===== config.mk =====
export PLATFORM = sky130hd
export DESIGN_NAME = pipeline_hazard_controller
export DESIGN_NICKNAME = d
export VERILOG_FILES = /design/src/rtl/pipeline_hazard_controller.sv
export SDC_FILE = /design/constraint.sdc
export NUM_CORES = 1
export LEC_CHECK = 0
export CORE_UTILIZATION = 49
export CTS_BUF_LIST = sky130_fd_sc_hd__clkbuf_8
export CTS_CLUSTER_SIZE = 10
export DETAILED_ROUTE_END_ITERATION = 16
export MAX_ROUTING_LAYER = met4
export PLACE_DENSITY_LB_ADDON = 0.15
export SYNTH_ARGS = -nofsm -noshare
export SYNTH_HDL_FRONTEND = slang
export SYNTH_SLANG_ARGS = --single-unit

===== constraint.sdc =====
create_clock -name clk -period 2.1 [get_ports clk]
set_input_delay 0.42 -clock clk [delete_from_list [all_inputs] [get_ports clk]]
set_output_delay 0.42 -clock clk [all_outputs]
set_load 0.02 [all_outputs]

===== src/rtl/pipeline_hazard_controller.sv =====
// Pipeline hazard controller for the 5-stage RV32I core.
// Drives the per-stage register enables and flushes for three cases: load-use
// bubbles, EX-stage redirects and data-memory waits. It also keeps saturating
// event counters and a sticky memory-timeout flag.
module pipeline_hazard_controller #(
    parameter int CNT_W       = 16,
    parameter int MEM_TIMEOUT = 64
) (
    input  logic             clk,
    input  logic             reset,
    input  logic [4:0]       rs1_IF_ID,
    input  logic [4:0]       rs2_IF_ID,
    input  logic             uses_rs1_IF_ID,
    input  logic             uses_rs2_IF_ID,
    input  logic [4:0]       rd_ID_EXE,
    input  logic             reg_write_ID_EXE,
    input  logic [1:0]       memtoreg_ID_EXE,
    input  logic             redirect_EX,
    input  logic             dmem_req_MEM,
    input  logic             dmem_ready,
    input  logic             perf_clear,
    output logic             pc_en,
    output logic             if_id_en,
    output logic             id_exe_en,
    output logic             ex_mem_en,
    output logic             mem_wb_en,
    output logic             if_id_flush,
    output logic             id_exe_flush,
    output logic             mem_timeout,
    output logic [CNT_W-1:0] load_use_cnt,
    output logic [CNT_W-1:0] redirect_cnt,
    output logic [CNT_W-1:0] mem_stall_cnt
);

    typedef enum logic {
        RUN      = 1'b0,
        MEM_WAIT = 1'b1
    } state_t;

    // The wait counter only needs to reach MEM_TIMEOUT; keep at least one bit
    // so the timeout-disabled build still elaborates.
    localparam int WAIT_W = (MEM_TIMEOUT > 0) ? $clog2(MEM_TIMEOUT + 1) : 1;
    localparam logic [WAIT_W-1:0] WAIT_MAX  = WAIT_W'(MEM_TIMEOUT);
    localparam logic [WAIT_W-1:0] WAIT_LAST = WAIT_W'((MEM_TIMEOUT > 0) ? MEM_TIMEOUT - 1 : 0);
    localparam logic [CNT_W-1:0]  CNT_MAX   = '1;
    localparam logic [1:0]        MTR_MEM   = 2'b01;

    state_t            state;
    state_t            state_nxt;
    logic [WAIT_W-1:0] wait_cnt;

    logic mem_stall;
    logic rs1_hit;
    logic rs2_hit;
    logic load_use;
    logic redirect_taken;
    logic bubble_taken;
    logic timeout_hit;

    // Hazard conditions, evaluated on the current cycle's inputs. x0 never
    // carries a dependency, so rd==0 is excluded from the load-use check.
    assign mem_stall = dmem_req_MEM & ~dmem_ready;
    assign rs1_hit   = uses_rs1_IF_ID & (rs1_IF_ID == rd_ID_EXE);
    assign rs2_hit   = uses_rs2_IF_ID & (rs2_IF_ID == rd_ID_EXE);
    assign load_use  = reg_write_ID_EXE & (memtoreg_ID_EXE == MTR_MEM) &
                       (rd_ID_EXE != 5'd0) & (rs1_hit | rs2_hit);

    // A frozen pipe defers both redirect and bubble; a redirect squashes the
    // ID instruction, so a coincident load-use is not a bubble.
    assign redirect_taken = ~mem_stall & redirect_EX;
    assign bubble_taken   = ~mem_stall & ~redirect_EX & load_use;

    // The flag sets on the edge where the wait counter reaches MEM_TIMEOUT.
    assign timeout_hit = (MEM_TIMEOUT > 0) && (state == MEM_WAIT) && (wait_cnt == WAIT_LAST);

    // State register.
    always_ff @(posedge clk) begin
        // NOTE: clocked state uses non-blocking assignments so every register
        // samples the pre-edge values, independent of statement order.
        if (reset) state <= RUN;
        else       state <= state_nxt;
    end

    // Next-state logic: MEM_WAIT lasts exactly as long as the access stalls.
    always_comb begin
        // NOTE: a default assignment ahead of any branching keeps this block
        // purely combinational; a missed path would otherwise infer a latch.
        state_nxt = state;
        case (state)
            RUN:      if (mem_stall)  state_nxt = MEM_WAIT;
            MEM_WAIT: if (!mem_stall) state_nxt = RUN;
            default:  state_nxt = RUN;
        endcase
    end

    // Output logic: stage enables and flushes by fixed priority.
    always_comb begin
        pc_en        = 1'b1;
        if_id_en     = 1'b1;
        id_exe_en    = 1'b1;
        ex_mem_en    = 1'b1;
        mem_wb_en    = 1'b1;
        if_id_flush  = 1'b0;
        id_exe_flush = 1'b0;
        if (reset) begin
            pc_en        = 1'b0;
            if_id_en     = 1'b0;
            id_exe_en    = 1'b0;
            ex_mem_en    = 1'b0;
            mem_wb_en    = 1'b0;
            if_id_flush  = 1'b1;
            id_exe_flush = 1'b1;
        end else if (mem_stall) begin
            pc_en     = 1'b0;
            if_id_en  = 1'b0;
            id_exe_en = 1'b0;
            ex_mem_en = 1'b0;
            mem_wb_en = 1'b0;
        end else if (redirect_EX) begin
            if_id_flush  = 1'b1;
            id_exe_flush = 1'b1;
        end else if (load_use) begin
            pc_en        = 1'b0;
            if_id_en     = 1'b0;
            id_exe_flush = 1'b1;
        end
    end

    // Wait counter: restarts from zero on every entry to MEM_WAIT, saturates
    // at MEM_TIMEOUT so it never wraps during an arbitrarily long access.
    always_ff @(posedge clk) begin
        if (reset || state == RUN)     wait_cnt <= '0;
        else if (wait_cnt != WAIT_MAX) wait_cnt <= wait_cnt + WAIT_W'(1);
    end

    // Sticky timeout flag; only reset clears it. The access is never aborted.
    always_ff @(posedge clk) begin
        if (reset)            mem_timeout <= 1'b0;
        else if (timeout_hit) mem_timeout <= 1'b1;
    end

    // Saturating event counters; a clear beats a same-cycle increment.
    always_ff @(posedge clk) begin
        if (reset || perf_clear) begin
            load_use_cnt  <= '0;
            redirect_cnt  <= '0;
            mem_stall_cnt <= '0;
        end else begin
            if (bubble_taken && load_use_cnt != CNT_MAX)
                load_use_cnt <= load_use_cnt + CNT_W'(1);
            if (redirect_taken && redirect_cnt != CNT_MAX)
                redirect_cnt <= redirect_cnt + CNT_W'(1);
            if (mem_stall && mem_stall_cnt != CNT_MAX)
                mem_stall_cnt <= mem_stall_cnt + CNT_W'(1);
        end
    end

endmodule


==> impl_metrics.ini, run 1 <==
[worst_hold_path]
hold_path_class = reg -> reg

[worst_setup_path]
worstPathRequired_ps = 1680
worstSetupStartpointType = input port
path_class = in -> out
cp_data_arrival_time_ps = 1660
end_kind = output pin
cp_max_fo = 3

[pwr]
peakVddDrop_mv = 0.395
p_leak_uw = 0.00149
power_uw = 2180
power_density_mw_per_mm2 = 517

[sta]
max_freq_ghz = 0.482
fin_ws_ps = 24.9
hold_violations = 0
drv_slew = 0
post-route-min-period_ps = 2080
skew_ps = 6.41
holdWs_ps = 496
setup_viol = 0
post-route-period-util_pct = 98.8
rsz0062_at_grt = true
worst_pin_slew_ps = 477
slew-limit-headroom_pct = 67.9

[layout]
mostFrequentLayoutCells = 57 x clkdlybuf4s50_1, 55 x dfxtp_1, 48 x nor2_1
layout.nets = 483
layout_commonest_cell = clkdlybuf4s50_1
fin_area_mm2 = 0.00422
ff_latch_area_mm2 = 0.00114
multiInputGateArea_mm2 = 0.00170
area_growth_pct = 47.2
drive_above_1_share_pct = 17.7
n_fill_cell = 435

[floorplan]
die_h_um = 78.5
start_util_pct = 51.4
rows = 27
ios = 82
die_area_mm2 = 0.00615
die_x_um = 78.5
core_mm2 = 0.00557

[status]
status = completed

[drt]
drtPass1Iterations = 4
first_iter_violations = 124
via_count = 2865
wirelength_um = 7440
via_per_inst = 5.41
wl_per_cell_um = 14.0
antenna_left = 0
drc = 0

[cts]
cts_htree_levels = 3
clk_pin_slew_worst_paths_ps = 70
cts_inserted_buffers = 9
root_buffer = clkbuf_8
hold_buffers = 0
clock_sinks = 57
cts_tree = done
cts_buffer_depth = 2
clk-insertion-delay-late_ps = 330

[yosys]
avgSynthCellArea_um2 = 8.55
synth_seq_cells = 57
synth_edf_count = 0
synth-simple-area-share_pct = 29.6
synthCells = 335
yosys.area_share.xor_xnor_pct = 12.5
synth_top_family_by_area = simple AND/OR/NAND/NOR gates
synthAdderAreaFrac_pct = 2.18
synth_fp_nets = 366
synth-compound-area-share_pct = 11.5
synthDistinctLibCells = 47
ys.flop_type = dfxtp_1
syn_area_mm2 = 0.00286
muxShareOfSynthArea_pct = 0.699
ys_seq_area_share_pct = 39.8
synth-async-reset-ratio_pct = 0
ys_warn_count = 0

[place]
portBuffers = 81
dp_hpwl_um = 5280
place.gp.congestion = 0.800
dp_slack_ps = -898
place_area_mm2 = 0.00391

[global_route]
track_usage_pct = 25.2
grt_antenna_before_repair = 1
grt_pass1_vias = 2666
grt_pass1_wl_um = 11800
grt_remaining_overflow = 0
grt_max_degree = 46

[flow_run]
maxCapViolCount = 0
==> where the power goes <==
part	internal, µW	total [µW]	switching, µW
sequential	1080	1090	4.14
combinational	103	198	94.5
clock	477	893	415
==> critical path: stages <==
cell	delay (ps)
buf_2	120
or4_4	520
nor2_4	120
nor3_4	60
nand2_2	100
o21a_1	160
buf_4	150
==> final timing paths <==
| path | startpoint | end | slack [ps] | depth (start not counted) |
|---|---|---|---|---|
| max | rd_ID_EXE[3] | if_id_en | 20 | 7 |
| min | mem_timeout | mem_timeout | 500 | 2 |
| min reg2reg | mem_timeout | mem_timeout | 500 | 2 |
| max reg2reg | load_use_cnt[0] | load_use_cnt[3] | 80 | 7 |
==> flip-flops by register name (all words and copies together) (netlist names) <==
register	flops
load_use_cnt	16
state	1
wait_cnt	7
redirect_cnt	16
mem_stall_cnt	16
mem_timeout	1
==> synth_stat cells (all sizes together) (2+ instances only) <==
cell,count,share of area (%)
mux2i,2,0.70
nand4,15,3.3
xnor2,25,7.6
ha,5,2.2
dfxtp,57,40
clkbuf,7,0.92
o21ai,11,1.9
inv,9,1.2
o31ai,4,1.0
nand3,20,3.9
and3,5,1.3
o21a,4,1.0
xor2,16,4.9
nand2b,4,0.96
and2,3,0.66
or3,14,3.1
nor4,4,0.87
nand2,22,2.9
buf,6,1.5
a21oi,19,3.3
nor2,49,6.4
nor3,6,1.2
or4,7,1.8
and4,6,1.9
==> kinds of logic after synthesis <==
| logic type | after synthesis |
|---|---|
| adders and majority gates | 5 |
| muxes | 2 |
| and+or+nand+nor | 160 |
| buffers and inverters | 22 |
| AOI/OAI and AO/OA | 48 |
| DFF | 57 |
| xor gates and xnor gates | 41 |
==> final cells by class <==
type	count	share of cell area (%)
clock buffer	11	3.59
clock inverter	5	0.534
timing repair buffer	119	25.5
multi-input combinational	256	40.2
inverter	9	0.801
tap	72	2.14
sequential	57	27.1
antenna	1	0.0594
==> layer usage <==
layer / track usage, % / part of all wire [%] / vias to the layer above
met3: 8.95 / 7.5 / 9
met2: 44.6 / 51 / 85
li1: - / - / 1420
met5: - / 0 / -
met4: 6.85 / 1.3 / 0
met1: 26.6 / 40 / 1351
==> repair_timing <==
item / CTS / global route
pin swaps: 19 / 17
cloned: 0 / 0
setup buffers: 2 / 7
endpoints found under the setup margin: 16 / 20
resized for setup: 59 / 15
==> stage by stage <==
stage / instances / utilization, % / TNS, ps
floorplan: 335 / - / 0
global placement: 504 / 70.2 / -10170
detailed placement: 504 / 70.2 / -11920
CTS: 522 / 73.9 / -25.3
global route: 530 / 75.6 / -55.8
finish: 530 / 75.6 / 0
Power figures use the tool's default switching activity.
==> run 2: changes to the inputs <==
CORE_ASPECT_RATIO = 1.75   (was unset)
PLACE_DENSITY = 0.82   (was unset)
PLACE_DENSITY_LB_ADDON = unset   (was 0.15)
TNS_END_PERCENT = 30   (was unset)
==> run 2 against run 1 <==
The run now ends with setup timing left; design area up 2.7%; register-to-register slack worse by 20 ps; clock power rose by 1%; sequential share of layout area shrank 0.71 points; setup slack got worse by 26 ps; flip-flop and latch count is the same; critical path depth did not move; highest routed layer unchanged; count of clock-buffer cells in the layout did not move; routed wire length increased by 11%; first-iteration DRC count fell by 19%; via count is 2.7% higher; fmax is 1.3% lower.
==> impl_metrics.ini, run 2 (synthesized netlist as in run 1, its figures left out) <==
[layout]
diodes = 0
area_growth_pct = 51.1
mostFrequentLayoutCells = 57 x clkdlybuf4s50_1, 55 x dfxtp_1, 48 x nor2_1
top_regs = load_use_cnt: 16 flops, mem_stall_cnt: 16 flops, redirect_cnt: 16 flops
layout_commonest_cell = clkdlybuf4s50_1
layout.nets = 490
drive_above_1_share_pct = 19.9
fin_cells = 538
fin_area_mm2 = 0.00433

[drt]
antenna_left = 0
drtPass1Iterations = 5
drc = 0
via_count = 2941
first_iter_violations = 101
via_per_inst = 5.47
wl_per_cell_um = 15.3
wirelength_um = 8220

[cts]
cts_buffer_depth = 2
clk_pin_slew_worst_paths_ps = 60
root_buffer = clkbuf_8
cts_inserted_buffers = 9
clock_sinks = 57
cts_htree_levels = 3
hold_buffers = 0
clk-insertion-delay-late_ps = 350
cts_tree = done

[pwr]
p_leak_uw = 0.00152
peakVddDrop_mv = 0.563
power_uw = 2200
power_density_mw_per_mm2 = 509

[sta]
post-route-period-util_pct = 100
slew-limit-headroom_pct = 71.4
rsz0062_at_grt = true
setup_viol = 2
skew_ps = 7.41
hold_violations = 0
max_freq_ghz = 0.476
post-route-min-period_ps = 2100
fin_ws_ps = -1.46
worst_pin_slew_ps = 429
drv_slew = 0

[floorplan]
ios = 82
die_x_um = 59.8
rows = 36
core_mm2 = 0.00559
start_util_pct = 51.3
die_area_mm2 = 0.00617
die_h_um = 103

[worst_setup_path]
cp_max_fo = 3
worstSetupStartpointType = input port
cp_data_arrival_time_ps = 1680
critPathMaxStageDelay_ps = 340
r2r_slack_ps = 60
cp_slowest_cell = dlygate4sd2_1
r2r_start = load_use_cnt[1]
end_kind = output pin
reg2reg_depth = 8
path_class = in -> out
worstPathRequired_ps = 1680
crit_chain = dlygate4sd2_1, xnor2_1, nand4_1, o22ai_2, nand2_1, o21a_1, buf_6
timing.rr.end = load_use_cnt[6]

[place]
portBuffers = 81
dp_hpwl_um = 5640
dp.cells = 518
place.gp.congestion = 0.852
place_area_mm2 = 0.00402

[worst_hold_path]
min_delay_worst_endpoint = mem_timeout
hold_path_class = reg -> reg
worstHoldPathCells = 2
hold_start = mem_timeout

[global_route]
grt_pass1_wl_um = 12700
grt_pass1_vias = 2919
grt_remaining_overflow = 0
grt_max_degree = 46
grt_antenna_before_repair = 0
track_usage_pct = 28.5

[status]
status = finished, violations left
violations = setup timing

[flow_run]
maxCapViolCount = 0
==> run 2: cell types whose count changed in the layout (fill, tap and decap cells not counted), moves of 2 or more <==
cell	delta
xnor2_2	-2
buf_4	+3
a21oi_2	+2
buf_12	+2
a21oi_1	-2
or4_4	+3
or4_1	-3
inv_1	-2
xnor2_4	+2
==> run 2: power breakdown <==
part	internal (µW)	switching, µW
clock network	474	429
logic	110	102
registers	1080	3.96
total	1670	535
==> run 2: worst max path at each step <==
stage / from / to / slack [ps] / cells after the start
2_1_floorplan: load_use_cnt[0] / load_use_cnt[5] / 70 / 7
3_3_place_gp: rd_ID_EXE[0] / if_id_en / -710 / 7
3_5_place_dp: rd_ID_EXE[0] / pc_en / -750 / 7
4_1_cts: rd_ID_EXE[0] / pc_en / 1 / 7
5_1_grt: rd_ID_EXE[1] / pc_en / -30 / 7
6_report: rd_ID_EXE[1] / pc_en / -1 / 7
==> run 2: layout make-up <==
type	instances	area (µm²)
multi-input cells	257	1750
fillers	431	1260
flip-flops and latches	57	1140
repair buffers	125	1140
clock buffers	11	151
well taps	76	95.1
inverters	9	33.8
clock inverters	3	17.5
==> run 2: stage by stage <==
step | setup WS [ps] | utilization [%] | hold WS [ps] | setup TNS, ps
final | -1.46 | 77.5 | 477 | -2.67
after global routing | -30.2 | 77.5 | 515 | -60.3
after CTS | 1.26 | 75.4 | 481 | 0
after detailed placement | -752 | 72.0 | 467 | -13720
after global placement | -705 | 72.0 | 448 | -11660
after floorplan | 70.0 | - | 481 | 0
==> run 2: metal layers <==
layer  vias up  track usage (%)  wire [µm]
met1      1387             25.9       2940
met4         0             16.3        180
met3        17             8.16        549
li1       1429                -          -
met2       108             50.9       4550
met5         -                -          0
==> run 2: critical path, delay by kind of cell <==
| kind | cells | cell delay, ps |
|---|---|---|
| xor+xnor | 1 | 160 |
| compound gates | 2 | 400 |
| buf+inv | 2 | 480 |
| simple gates | 2 | 220 |
==> run 2: what timing repair did <==
item | CTS | global route
cloned | 0 | 1
setup endpoints to repair | 21 | 24
pin swaps | 15 | 14
hold endpoints to repair | 0 | 0
setup buffers | 2 | 3
resized for setup | 54 | 22
